### src/rtl/mem_ctrl_pkg.sv
// Shared types and constants for the memory access controller.
package mem_ctrl_pkg;
   localparam int DATA_W      = 32;
   localparam int DEF_TIMEOUT = 31;

   typedef enum logic [1:0] {
      IDLE = 2'd0,
      WAIT = 2'd1,
      DONE = 2'd2
   } state_t;
endpackage

### src/rtl/mem_wait_timer.sv
// Saturating WAIT-cycle counter. expired looks at the value the counter is about to take,
// so it fires on the TIMEOUT-th counted cycle.
module mem_wait_timer
   import mem_ctrl_pkg::*;
#(
   parameter int TIMEOUT = DEF_TIMEOUT
) (
   input  logic clk,
   input  logic rst,
   input  logic clr,
   input  logic en,
   output logic expired
);
   localparam int CW = $clog2(TIMEOUT + 1);

   logic [CW-1:0] cnt;
   logic [CW-1:0] cnt_next;

   always_comb begin
      cnt_next = cnt;
      if (clr)
         cnt_next = '0;
      else if (en && cnt != CW'(TIMEOUT))
         cnt_next = cnt + CW'(1);
   end

   always_ff @(posedge clk) begin
      if (rst) cnt <= '0;
      else     cnt <= cnt_next;
   end

   assign expired = (cnt_next == CW'(TIMEOUT));
endmodule

### src/rtl/mem_access_ctrl.sv
// CPU-to-slow-RAM access controller: IDLE -> WAIT (until ack or timeout) -> DONE (one cycle).
// Holds the request stable on the RAM side and reports read data or a timeout error.
module mem_access_ctrl
   import mem_ctrl_pkg::*;
#(
   parameter int ADDR_WIDTH = 32,
   parameter int TIMEOUT    = DEF_TIMEOUT
) (
   input  logic                  clk,
   input  logic                  rst,
   input  logic                  cpu_req,
   input  logic                  cpu_we,
   input  logic [ADDR_WIDTH-1:0] cpu_addr,
   input  logic [DATA_W-1:0]     cpu_wdata,
   output logic [DATA_W-1:0]     cpu_rdata,
   output logic                  cpu_stall,
   output logic                  cpu_err,
   output logic                  ram_cs,
   output logic                  ram_we,
   output logic [ADDR_WIDTH-1:0] ram_addr,
   output logic [DATA_W-1:0]     ram_din,
   input  logic [DATA_W-1:0]     ram_dout,
   input  logic                  ram_ack
);
   state_t                state, state_next;
   logic [ADDR_WIDTH-1:0] hold_addr;
   logic [DATA_W-1:0]     hold_wdata;
   logic                  hold_we;
   logic [DATA_W-1:0]     rdata_q;
   logic                  err_q;
   logic                  accept, tmr_en, expired, timed_out;

   assign accept    = (state == IDLE) && cpu_req;
   assign tmr_en    = (state == WAIT) && !ram_ack;
   // ack has priority: a timeout only counts on a cycle without ack
   assign timed_out = tmr_en && expired;

   mem_wait_timer #(.TIMEOUT(TIMEOUT)) u_timer (
      .clk     (clk),
      .rst     (rst),
      .clr     (accept),
      .en      (tmr_en),
      .expired (expired)
   );

   always_ff @(posedge clk) begin
      if (rst) state <= IDLE;
      else     state <= state_next;
   end

   always_comb begin
      state_next = state;
      case (state)
         IDLE:    if (cpu_req) state_next = WAIT;
         WAIT:    if (ram_ack || expired) state_next = DONE;
         DONE:    state_next = IDLE;
         default: state_next = IDLE;
      endcase
   end

   always_ff @(posedge clk) begin
      if (rst) begin
         hold_addr  <= '0;
         hold_wdata <= '0;
         hold_we    <= 1'b0;
         rdata_q    <= '0;
         err_q      <= 1'b0;
      end else begin
         if (accept) begin
            hold_addr  <= cpu_addr;
            hold_wdata <= cpu_wdata;
            hold_we    <= cpu_we;
         end
         if ((state == WAIT) && ram_ack && !hold_we)
            rdata_q <= ram_dout;
         else if (timed_out)
            rdata_q <= '0;
         // set only on the edge into DONE, so it is a single-cycle pulse there
         err_q <= timed_out;
      end
   end

   always_comb begin
      ram_cs   = 1'b0;
      ram_we   = 1'b0;
      ram_addr = cpu_addr;
      case (state)
         WAIT: begin
            ram_cs   = 1'b1;
            ram_we   = hold_we;
            ram_addr = hold_addr;
         end
         // inverted address breaks the RAM's same-address run between back-to-back accesses
         DONE:    ram_addr = ~hold_addr;
         default: ram_addr = cpu_addr;
      endcase
   end

   assign ram_din   = hold_wdata;
   assign cpu_stall = cpu_req && (state != DONE);
   assign cpu_rdata = rdata_q;
   assign cpu_err   = err_q;
endmodule

### config.mk
export PLATFORM = sky130hd
export DESIGN_NAME = mem_access_ctrl
export DESIGN_NICKNAME = d
export VERILOG_FILES = /design/src/rtl/mem_ctrl_pkg.sv /design/src/rtl/mem_wait_timer.sv /design/src/rtl/mem_access_ctrl.sv
export SDC_FILE = /design/constraint.sdc
export NUM_CORES = 1
export LEC_CHECK = 0
export CAP_MARGIN = 15
export CORE_AREA = 2 2 102 104
export CTS_CLUSTER_DIAMETER = 60
export DETAILED_ROUTE_END_ITERATION = 7
export DIE_AREA = 0 0 104 106
export HOLD_SLACK_MARGIN = 0.02
export PLACE_DENSITY = 0.89
export SKIP_LAST_GASP = 1
export SYNTH_ARGS = -nofsm -noshare
export SYNTH_HDL_FRONTEND = slang
export SYNTH_SLANG_ARGS = --single-unit
### constraint.sdc
create_clock -name clk -period 5.1 [get_ports clk]
set_clock_uncertainty 0.1 [all_clocks]
set_input_delay 1.02 -clock clk [delete_from_list [all_inputs] [get_ports clk]]
set_output_delay 1.02 -clock clk [all_outputs]
set_load 0.01 [all_outputs]
==> impl_metrics.env <==
export IMPL_post_cts_buffers=0
export IMPL_ys_warn_count=0
export IMPL_critPathLaunchType="flop"
export IMPL_dpl_hpwl_mm=8.686
export IMPL_fmax_ghz=0.2598
export IMPL_num_vias=4273
export IMPL_whs_path_depth=2
export IMPL_rows=37
export IMPL_wirelength_mm=12.43
export IMPL_yosys_register_bits=105
export IMPL_dr_pass1_iters=4
export IMPL_r2r_end="cpu_rdata[30]"
export IMPL_die_h_um=106
export IMPL_hp_class="reg2reg"
export IMPL_clk_pin_slew_ns=0.09
export IMPL_rr_startpoint="u_timer.cnt[0]"
export IMPL_yosysUniqueCellTypes=32
export IMPL_worst_path_max_delay_cell="ha_2"
export IMPL_antennaDiodeCount=0
export IMPL_routed_via_density=5.093
export IMPL_die_area_mm2=0.01102
export IMPL_root_buffer="clkbuf_8"
export IMPL_grt_pass1_wl_mm=19.65
export IMPL_worst_pin_slew_ns=1.030
export IMPL_synth_mux_area_share_pct=8.307
export IMPL_path_buf_inv=2
export IMPL_power_switching_mw=1.113
export IMPL_synth_fa_ha_area_share_pct=1.991
export IMPL_worst_setup_path_type="reg2out"
export IMPL_clkSinkCount=105
export IMPL_regToRegSetupSlack_ns=2.26
export IMPL_clk_latency_ns=0.36
export IMPL_synth_top_family_by_area="compound AO/OA/AOI/OAI gates"
export IMPL_fillers=816
export IMPL_p_seq_share_pct=33.9
export IMPL_grt_max_degree=66
export IMPL_crit_family="adder cells"
export IMPL_relSlewSlack_pct=31.35
export IMPL_place_congestion=0.7690
export IMPL_cts_made_buffers=9
export IMPL_cp_end_kind="primary output"
export IMPL_fin_area_mm2=0.006628
export IMPL_drtIter0Drc=219
export IMPL_period_minus_slack_ns=3.849
export IMPL_rsz0062_at_grt="no"
export IMPL_hold_viol=0
export IMPL_antenna_left=0
export IMPL_ios=201
export IMPL_synth_compound_area_share_pct=19.03
export IMPL_p_per_area_mw_per_mm2=453.0
export IMPL_portBuffers=200
export IMPL_overflow=0
export IMPL_synth_area_mm2=0.004398
export IMPL_worstHoldStart="ram_din[25]"
export IMPL_setup_tns_ns=0
export IMPL_synth_area_per_cell_um2=8.377
export IMPL_grt_pass1_vias=4074
export IMPL_post_route_period_util_pct=75.47
export IMPL_area_growth_pct=50.70
export IMPL_p_int_mw=1.890
export IMPL_setup_ws_ns=1.251
export IMPL_wl_per_cell_um=14.82
export IMPL_slew_violations=0
export IMPL_htree_num_levels=3
export IMPL_preCtsSetupSlack_ns=1.584
export IMPL_dpl_cell_area_mm2=0.006412
export IMPL_status="finished clean"
export IMPL_final_nets=806
export IMPL_worstRegToRegCells=8
export IMPL_leakage_nw=2.405
export IMPL_worstPathCellList="inv_1, ha_2, nor2_1, a21oi_1, clkdlybuf4s50_1"
export IMPL_worstHoldEndpoint="ram_din[25]"
export IMPL_p_comb_share_pct=50.6
export IMPL_ir_worst_vdd_mv=0.2847
export IMPL_ctsResizeCount=0
export IMPL_synth_xor_area_share_pct=0.7966
export IMPL_drc=0
export IMPL_synth_nets=633
export IMPL_finalSetupViolCount=0
export IMPL_antenna_found_initial=0
export IMPL_clockBufferDepth=2
export IMPL_max_stage_delay_ns=1.00
export IMPL_coreArea_mm2=0.01000
export IMPL_switching_share_pct=37.06
export IMPL_grt_use_total_pct=21.70
export IMPL_worstPathRequired_ns=3.98
export IMPL_synthCells=525
export IMPL_arrival_ns=2.73
export IMPL_clockPowerShare_pct=15.5
export IMPL_holdBufCountCts=0
export IMPL_maxCapViolCount=0
export IMPL_path_max_fanout=64
export IMPL_start_util_pct=43.98
export IMPL_cts_tree="yes"
export IMPL_die_width_um=104
export IMPL_synth_seq_area_share_pct=47.80
export IMPL_final_layout_size_suffix_gt1_share_pct=4.267
export IMPL_synthSimpleGateAreaFrac_pct=17.55
==> cells by family after synthesis <==
kind of cell | Yosys count
AND/OR/NAND/NOR | 190
AO/OA/AOI/OAI | 137
flip-flops | 105
buffers and inverters | 46
multiplexers | 36
adder cells (fa/ha/maj) | 7
XOR/XNOR | 4
==> worst min-delay path: cells and delay by family, from the launching register on <==
kind,cells,cell delay (ns)
simple gates,1,0.05
flops,1,0.32
compound gates,1,0.05
==> cells in the final DEF, fill, tap and decap left out, types with 2 or more instances in the layout <==
cell	n
dfxtp_1	105
ha_1	6
a22o_1	32
nor3_1	4
nand3b_1	4
clkbuf_1	2
nand2b_1	2
a31oi_1	2
clkdlybuf4s50_1	199
nor2b_1	2
xor2_1	3
nor2_2	2
buf_4	4
nor2_1	35
clkbuf_8	9
inv_1	2
a21oi_1	97
nand2_1	134
clkinvlp_4	4
mux2i_1	35
==> power groups by stage <==
stage | clock network [mW] | logic, mW | registers, mW
final | 0.466 | 1.52 | 1.02
after global routing | 0.512 | 1.65 | 1.03
after floorplan | 0 | 0.748 | 1.06
after detailed placement | 0 | 1.51 | 1.04
after global placement | 0 | 1.48 | 1.03
after CTS | 0.483 | 1.52 | 1.02
==> metrics by stage <==
step	cells	util (%)	total power, mW	hold WS (ns)
floorplan	525	-	1.808	0.3395
global placement	821	64.13	2.506	0.3421
detailed placement	821	64.13	2.546	0.3488
CTS	837	65.85	3.018	0.3623
global route	839	66.28	3.192	0.3851
finish	839	66.28	3.003	0.3594
==> flip-flops by register name, summed over array words and instances, names as in the netlist <==
name / count
state: 2
cpu_err: 1
hold_we: 1
u_timer.cnt: 5
ram_din: 32
cpu_rdata: 32
hold_addr: 32
==> cells in the mapped netlist <==
| master | n | area share [%] |
|---|---|---|
| a211oi_1 | 1 | 0.17 |
| a21boi_0 | 1 | 0.17 |
| a21oi_1 | 97 | 11 |
| a21oi_4 | 1 | 0.37 |
| a221o_1 | 1 | 0.23 |
| a22o_1 | 32 | 6.4 |
| a31oi_1 | 2 | 0.28 |
| a31oi_2 | 1 | 0.28 |
| and2_1 | 2 | 0.28 |
| and3_1 | 1 | 0.14 |
| buf_1 | 4 | 0.34 |
| buf_4 | 1 | 0.17 |
| buf_6 | 3 | 0.77 |
| clkbuf_1 | 36 | 3.1 |
| dfxtp_1 | 105 | 48 |
| ha_1 | 7 | 2.0 |
| inv_1 | 2 | 0.17 |
| mux2_4 | 1 | 0.34 |
| mux2i_1 | 35 | 8.0 |
| nand2_1 | 135 | 12 |
| nand2b_1 | 2 | 0.28 |
| nand3_1 | 1 | 0.11 |
| nand3b_1 | 4 | 0.68 |
| nand4_1 | 1 | 0.14 |
| nor2_1 | 36 | 3.1 |
| nor2_2 | 1 | 0.14 |
| nor2b_1 | 2 | 0.28 |
| nor3_1 | 4 | 0.46 |
| nor3b_4 | 1 | 0.43 |
| o21ai_0 | 1 | 0.11 |
| xnor2_1 | 1 | 0.20 |
| xor2_1 | 3 | 0.60 |
==> area by class of cell <==
type	instances	area [µm²]	share of cell area, %
clock buffers	11	131.4	1.982
clock inverters	5	41.29	0.6230
inverters	2	7.507	0.1133
multi-input cells	374	2106	31.77
flip-flops and latches	105	2102	31.72
well taps	136	170.2	2.567
repair buffers	206	2069	31.23
==> per-layer routing <==
| metal | global-route usage, % | part of all wire [%] |
|---|---|---|
| met5 | 0 | 0 |
| met4 | 5.888 | 0.86 |
| met3 | 5.518 | 6.1 |
| met2 | 37.73 | 50 |
| met1 | 26.77 | 43 |
==> worst max path at each step <==
| stage | from | to | slack, ns | cells past startpoint |
|---|---|---|---|---|
| after global placement | state[0] | ram_addr[6] | 1.64 | 5 |
| final | state[0] | ram_addr[4] | 1.25 | 5 |
| after detailed placement | state[0] | ram_addr[9] | 1.58 | 5 |
| after global routing | state[1] | ram_addr[15] | 0.97 | 5 |
| after CTS | state[0] | ram_addr[30] | 1.19 | 5 |
| after floorplan | state[0] | ram_addr[0] | 2.47 | 6 |
No activity file was read; power rests on OpenSTA's default activity.
